===== src/rtl/pc_flow_ctrl.sv =====
//==============================================================================
// Module   : pc_flow_ctrl
// Brief    : Program-counter controller for the RV-MAGIC core. Handles
//            sequential fetch, stall hold, jump/branch redirect, flush
//            pulses and the fetch-valid qualifier.
// Revision : 1.0 - initial release
//==============================================================================
`default_nettype none

module pc_flow_ctrl #(
    parameter int              XLEN         = 32,
    parameter logic [XLEN-1:0] RESET_ADDR   = '0,
    parameter int              FLUSH_CYCLES = 2
) (
    input  logic            clk,
    input  logic            rst_n,
    input  logic            stall_i,
    input  logic            jumpOrBranch,
    input  logic            jalr,
    input  logic [XLEN-1:0] pcRelTarget,
    input  logic [XLEN-1:0] jalrTarget,
    input  logic            imem_ready,
    output logic [XLEN-1:0] pc_o,
    output logic [XLEN-1:0] pc_plus4_o,
    output logic            fetch_valid_o,
    output logic            flush_o,
    output logic            misaligned_o
);

    localparam logic [1:0]      c_BOOT       = 2'd0;
    localparam logic [1:0]      c_RUN        = 2'd1;
    localparam logic [1:0]      c_FLUSH      = 2'd2;
    localparam logic [2:0]      c_FLUSH_LOAD = 3'(FLUSH_CYCLES - 1);
    localparam logic [XLEN-1:0] c_BIT0_CLR   = ~XLEN'(1);
    localparam logic [XLEN-1:0] c_WORD_CLR   = ~XLEN'(3);

    logic [1:0]      r_state;
    logic [XLEN-1:0] r_pc;
    logic [2:0]      r_flushCnt;
    logic            r_misaligned;

    logic [XLEN-1:0] w_target;
    logic [XLEN-1:0] w_pcPlus4;
    logic            w_advance;

    always_comb begin
        w_target  = jalr ? (jalrTarget & c_BIT0_CLR) : pcRelTarget;
        w_pcPlus4 = r_pc + XLEN'(4);
        w_advance = imem_ready & ~stall_i;
    end

    always_ff @(posedge clk or negedge rst_n) begin
        if (!rst_n) begin
            r_state      <= c_BOOT;
            r_pc         <= RESET_ADDR;
            r_flushCnt   <= 3'd0;
            r_misaligned <= 1'b0;
        end else begin
            r_misaligned <= 1'b0;
            case (r_state)
                c_BOOT: begin
                    r_state <= c_RUN;
                end
                c_RUN: begin
                    // Redirect wins over stall and a busy instruction memory.
                    if (jumpOrBranch) begin
                        r_pc         <= w_target & c_WORD_CLR;
                        r_misaligned <= w_target[1];
                        r_flushCnt   <= c_FLUSH_LOAD;
                        r_state      <= c_FLUSH;
                    end else if (w_advance) begin
                        r_pc <= w_pcPlus4;
                    end
                end
                c_FLUSH: begin
                    // Redirect requests here come from squashed instructions.
                    if (w_advance) begin
                        r_pc <= w_pcPlus4;
                    end
                    if (r_flushCnt == 3'd0) begin
                        r_state <= c_RUN;
                    end else begin
                        r_flushCnt <= r_flushCnt - 3'd1;
                    end
                end
                default: begin
                    r_state <= c_BOOT;
                end
            endcase
        end
    end

    assign pc_o          = r_pc;
    assign pc_plus4_o    = w_pcPlus4;
    assign fetch_valid_o = (r_state != c_BOOT);
    assign flush_o       = (r_state == c_FLUSH);
    assign misaligned_o  = r_misaligned;

endmodule

`default_nettype wire


===== config.mk =====
export PLATFORM = sky130hd
export DESIGN_NAME = pc_flow_ctrl
export DESIGN_NICKNAME = d
export VERILOG_FILES = /design/src/rtl/pc_flow_ctrl.sv
export SDC_FILE = /design/constraint.sdc
export NUM_CORES = 1
export LEC_CHECK = 0
export CAP_MARGIN = 25
export CORE_UTILIZATION = 46
export CTS_CLUSTER_SIZE = 28
export DETAILED_ROUTE_END_ITERATION = 16
export PLACE_DENSITY = 0.95
export RECOVER_POWER = 100
export SETUP_SLACK_MARGIN = 0.5
export SYNTH_ARGS = -nofsm -noshare
export SYNTH_HDL_FRONTEND = slang
export SYNTH_SLANG_ARGS = --single-unit

===== constraint.sdc =====
create_clock -name clk -period 3.55 [get_ports clk]
set_clock_uncertainty 0.1 [all_clocks]
set_input_delay 1.065 -clock clk [delete_from_list [all_inputs] [get_ports clk]]
set_output_delay 1.065 -clock clk [all_outputs]
set_load 0.02 [all_outputs]

==> results.sh <==
export IMPL_max_clock_path_buffers=2
export IMPL_max_slew_worst_pin_slew_ns=2.06
export IMPL_firstDrtPassIters=5
export IMPL_fin_cells=594
export IMPL_routabilityCongestion=0.902
export IMPL_fin_area_sq_um=4830
export IMPL_synth_cell_types=48
export IMPL_power_mw=4.21
export IMPL_area_growth_pct=58.8
export IMPL_overflow=0
export IMPL_hold_buffers=0
export IMPL_failed_checks="max-capacitance violations, max-slew violations"
export IMPL_num_antenna_cells=0
export IMPL_cts_htree_levels=2
export IMPL_cts_tree="done"
export IMPL_synthTopCellsByArea="dfrtp_1 (30%), mux2_2 (8.1%), xnor2_1 (4.9%)"
export IMPL_synth_top_cell_by_area="dfrtp_1"
export IMPL_dieHeight_um=83.3
export IMPL_endpoint_kind="output pin"
export IMPL_grt_max_degree=45
export IMPL_final_nets=593
export IMPL_synth_seq_area_share=0.296
export IMPL_relSlewSlack=-0.371
export IMPL_hpwl_um=7500
export IMPL_cts_root_buf="clkbuf_8"
export IMPL_synth_seq_cells=36
export IMPL_pin_count=137
export IMPL_worstPathMaxFanout=6
export IMPL_hold_class="reg2reg"
export IMPL_grt_pass1_wl_um=17100
export IMPL_grt_setup_unrepaired="true"
export IMPL_viasPerCell=6.44
export IMPL_drc=0
export IMPL_ys_flop_type="dfrtp_1"
export IMPL_regArea_sq_um=912
export IMPL_clk_pin_slew_ns=0.07
export IMPL_startpoint_type="flip-flop"
export IMPL_syn_inst=360
export IMPL_hold_viol=0
export IMPL_first_global_vias=3531
export IMPL_critPathRequiredTime_ns=2.38
export IMPL_dp_cells=568
export IMPL_drt_iter0_drc=533
export IMPL_final_core_util=0.761
export IMPL_async_reset_ff_frac=1.00
export IMPL_status="finished with violations"
export IMPL_synth_top_cell_area_share=0.296
export IMPL_dieArea_sq_um=6940
export IMPL_timing_fmax_ghz=0.301
export IMPL_maxCapViolCount=2
export IMPL_grt_usage=0.306
export IMPL_final_fill_count=422
export IMPL_netlist_area_sq_um=3040
export IMPL_p_per_area_nw_per_um2=871
export IMPL_insertion_delay_ns=0.30
export IMPL_antenna_found_initial=0
export IMPL_drive_above_1_share=0.248
export IMPL_core_area_sq_um=6350
export IMPL_synth_edf_count=0
export IMPL_initial_core_util=0.479
export IMPL_multi_input_area_sq_um=2160
export IMPL_tns_ns=0
export IMPL_cts_sinks=36
export IMPL_setup_viol=0
export IMPL_wl_per_cell_um=20.3
export IMPL_pre_cts_ws_ns=0.125
export IMPL_layout_setup_ws_ns=0.229
export IMPL_antenna_left=0
export IMPL_placed_area_sq_um=4580
export IMPL_ir_drop_uv=621
export IMPL_cts_buffers=5
export IMPL_vias=3827
export IMPL_die_x_um=83.3
export IMPL_rows=29
export IMPL_yosys_warnings=0
export IMPL_crit_type="reg2out"
export IMPL_post_route_period_util=0.936
export IMPL_cp_arrival_ns=2.16
export IMPL_portBuffers=130
export IMPL_fin_crit_ns=3.32
export IMPL_finalMaxSlewViolations=70
export IMPL_synth_avg_cell_area_sq_um=8.45
export IMPL_wl_um=12100
export IMPL_whs_ns=0.440
export IMPL_p_leak_nw=1.94
[cell usage in the layout (no fill, tap or decap), types with 4 or more instances in the layout]
cell type,instances
nor3_1,9
o22ai_1,20
xor2_2,5
xnor2_2,5
buf_4,48
buf_6,5
and3_1,7
inv_1,9
a21oi_1,25
a211oi_1,13
o21ai_0,12
nand4_1,9
clkbuf_8,5
nand3_2,5
dlygate4sd3_1,38
mux2_2,16
a32o_1,4
conb_1,4
clkdlybuf4s50_1,64
ha_1,4
mux2i_1,9
nand2b_1,4
nand2_1,25
nor2_1,20
mux2_1,6
clkbuf_1,17
dfrtp_1,27
xnor2_1,12
xor2_1,6
a311oi_1,10
dfrtp_2,9
nand3_1,11
[critical path: stages (launching register included)]
cell and delay, ns:
dfrtp_2 0.40, clkbuf_1 0.24, and4_1 0.29, and4_4 0.29
buf_6 0.13, nand3_1 0.09, xnor2_1 0.17, clkbuf_1 0.25
[cells by family (layout without fill, tap and decap cells)]
logic type / count (synthesis) / after routing / synth area share
buf+inv: 40 / 194 / 0.0572
simple gates: 120 / 120 / 0.217
fa+ha+maj: 6 / 6 / 0.0247
other cells: 1 / 4 / 0.00123
xor+xnor: 28 / 28 / 0.0807
flops: 36 / 36 / 0.296
compound gates: 98 / 98 / 0.212
mux: 31 / 31 / 0.111
[worst paths after layout]
path                               startpoint             end  slack [ns]  depth (start not counted)
max in group asynchronous               rst_n        pc_o[14]        0.77                          1
worst max register to register     r_state[0]        pc_o[30]        1.12                          7
worst min register to register  r_flushCnt[1]   r_flushCnt[1]        0.44                          1
worst min-delay path            r_flushCnt[1]   r_flushCnt[1]        0.44                          1
worst max-delay path                  pc_o[2]  pc_plus4_o[29]        0.23                          7
min in group asynchronous               rst_n         pc_o[4]        1.24                          1
[cells in the mapped netlist, types with 2 or more instances]
library cell  count
ha_1              6
o31ai_1           2
nor2b_1           4
mux2_2           22
a22o_1            2
a21oi_1          25
a32o_1            4
mux2i_1           9
nor2_1           23
a211oi_1         13
buf_2             4
and3_1           11
xnor2_1          17
nor3_1           10
nand2b_1          4
a311oi_1         10
o22ai_1          20
xor2_1           11
and4_1            6
nand4_1           9
o21ai_0          12
nand2_1          26
o21a_1            2
dfrtp_1          36
inv_1             9
clkbuf_1         21
or4_4             2
nand3_1          16
buf_4             5
[power by group]
| group | internal (mW) | leakage [nW] | total [mW] | switching (mW) |
|---|---|---|---|---|
| logic | 1.27 | 1.49 | 2.99 | 1.72 |
| registers | 0.627 | 0.414 | 0.926 | 0.299 |
| clock network | 0.134 | 0.0410 | 0.291 | 0.158 |
[repair_timing]
action,CTS,global route
endpoints found under the setup margin,26,28
endpoints found under the hold margin,0,0
pin swaps,5,11
cloned,0,0
buffers inserted,2,17
gates resized for setup,109,55
[registers in the layout, indices dropped and copies added (netlist names)]
name and cells:
r_flushCnt 3, pc_o 30, misaligned_o 1, r_state 2
[layout make-up]
class	instances	area share
Multi-Input combinational cell	287	0.448
Sequential cell	36	0.189
Timing Repair Buffer	178	0.320
Tap cell	77	0.0199
Clock inverter	1	0.00104
Inverter	9	0.00699
Clock buffer	6	0.0150
[layer usage]
metal	GRT usage	part of all wire	up-vias	wire length, um
met5	0	0	-	0
met4	0.150	0.062	0	745
met3	0.0626	0.099	86	1200
met2	0.534	0.48	337	5800
met1	0.356	0.36	1758	4310
li1	-	-	1646	-
Power figures use the tool's default switching activity.
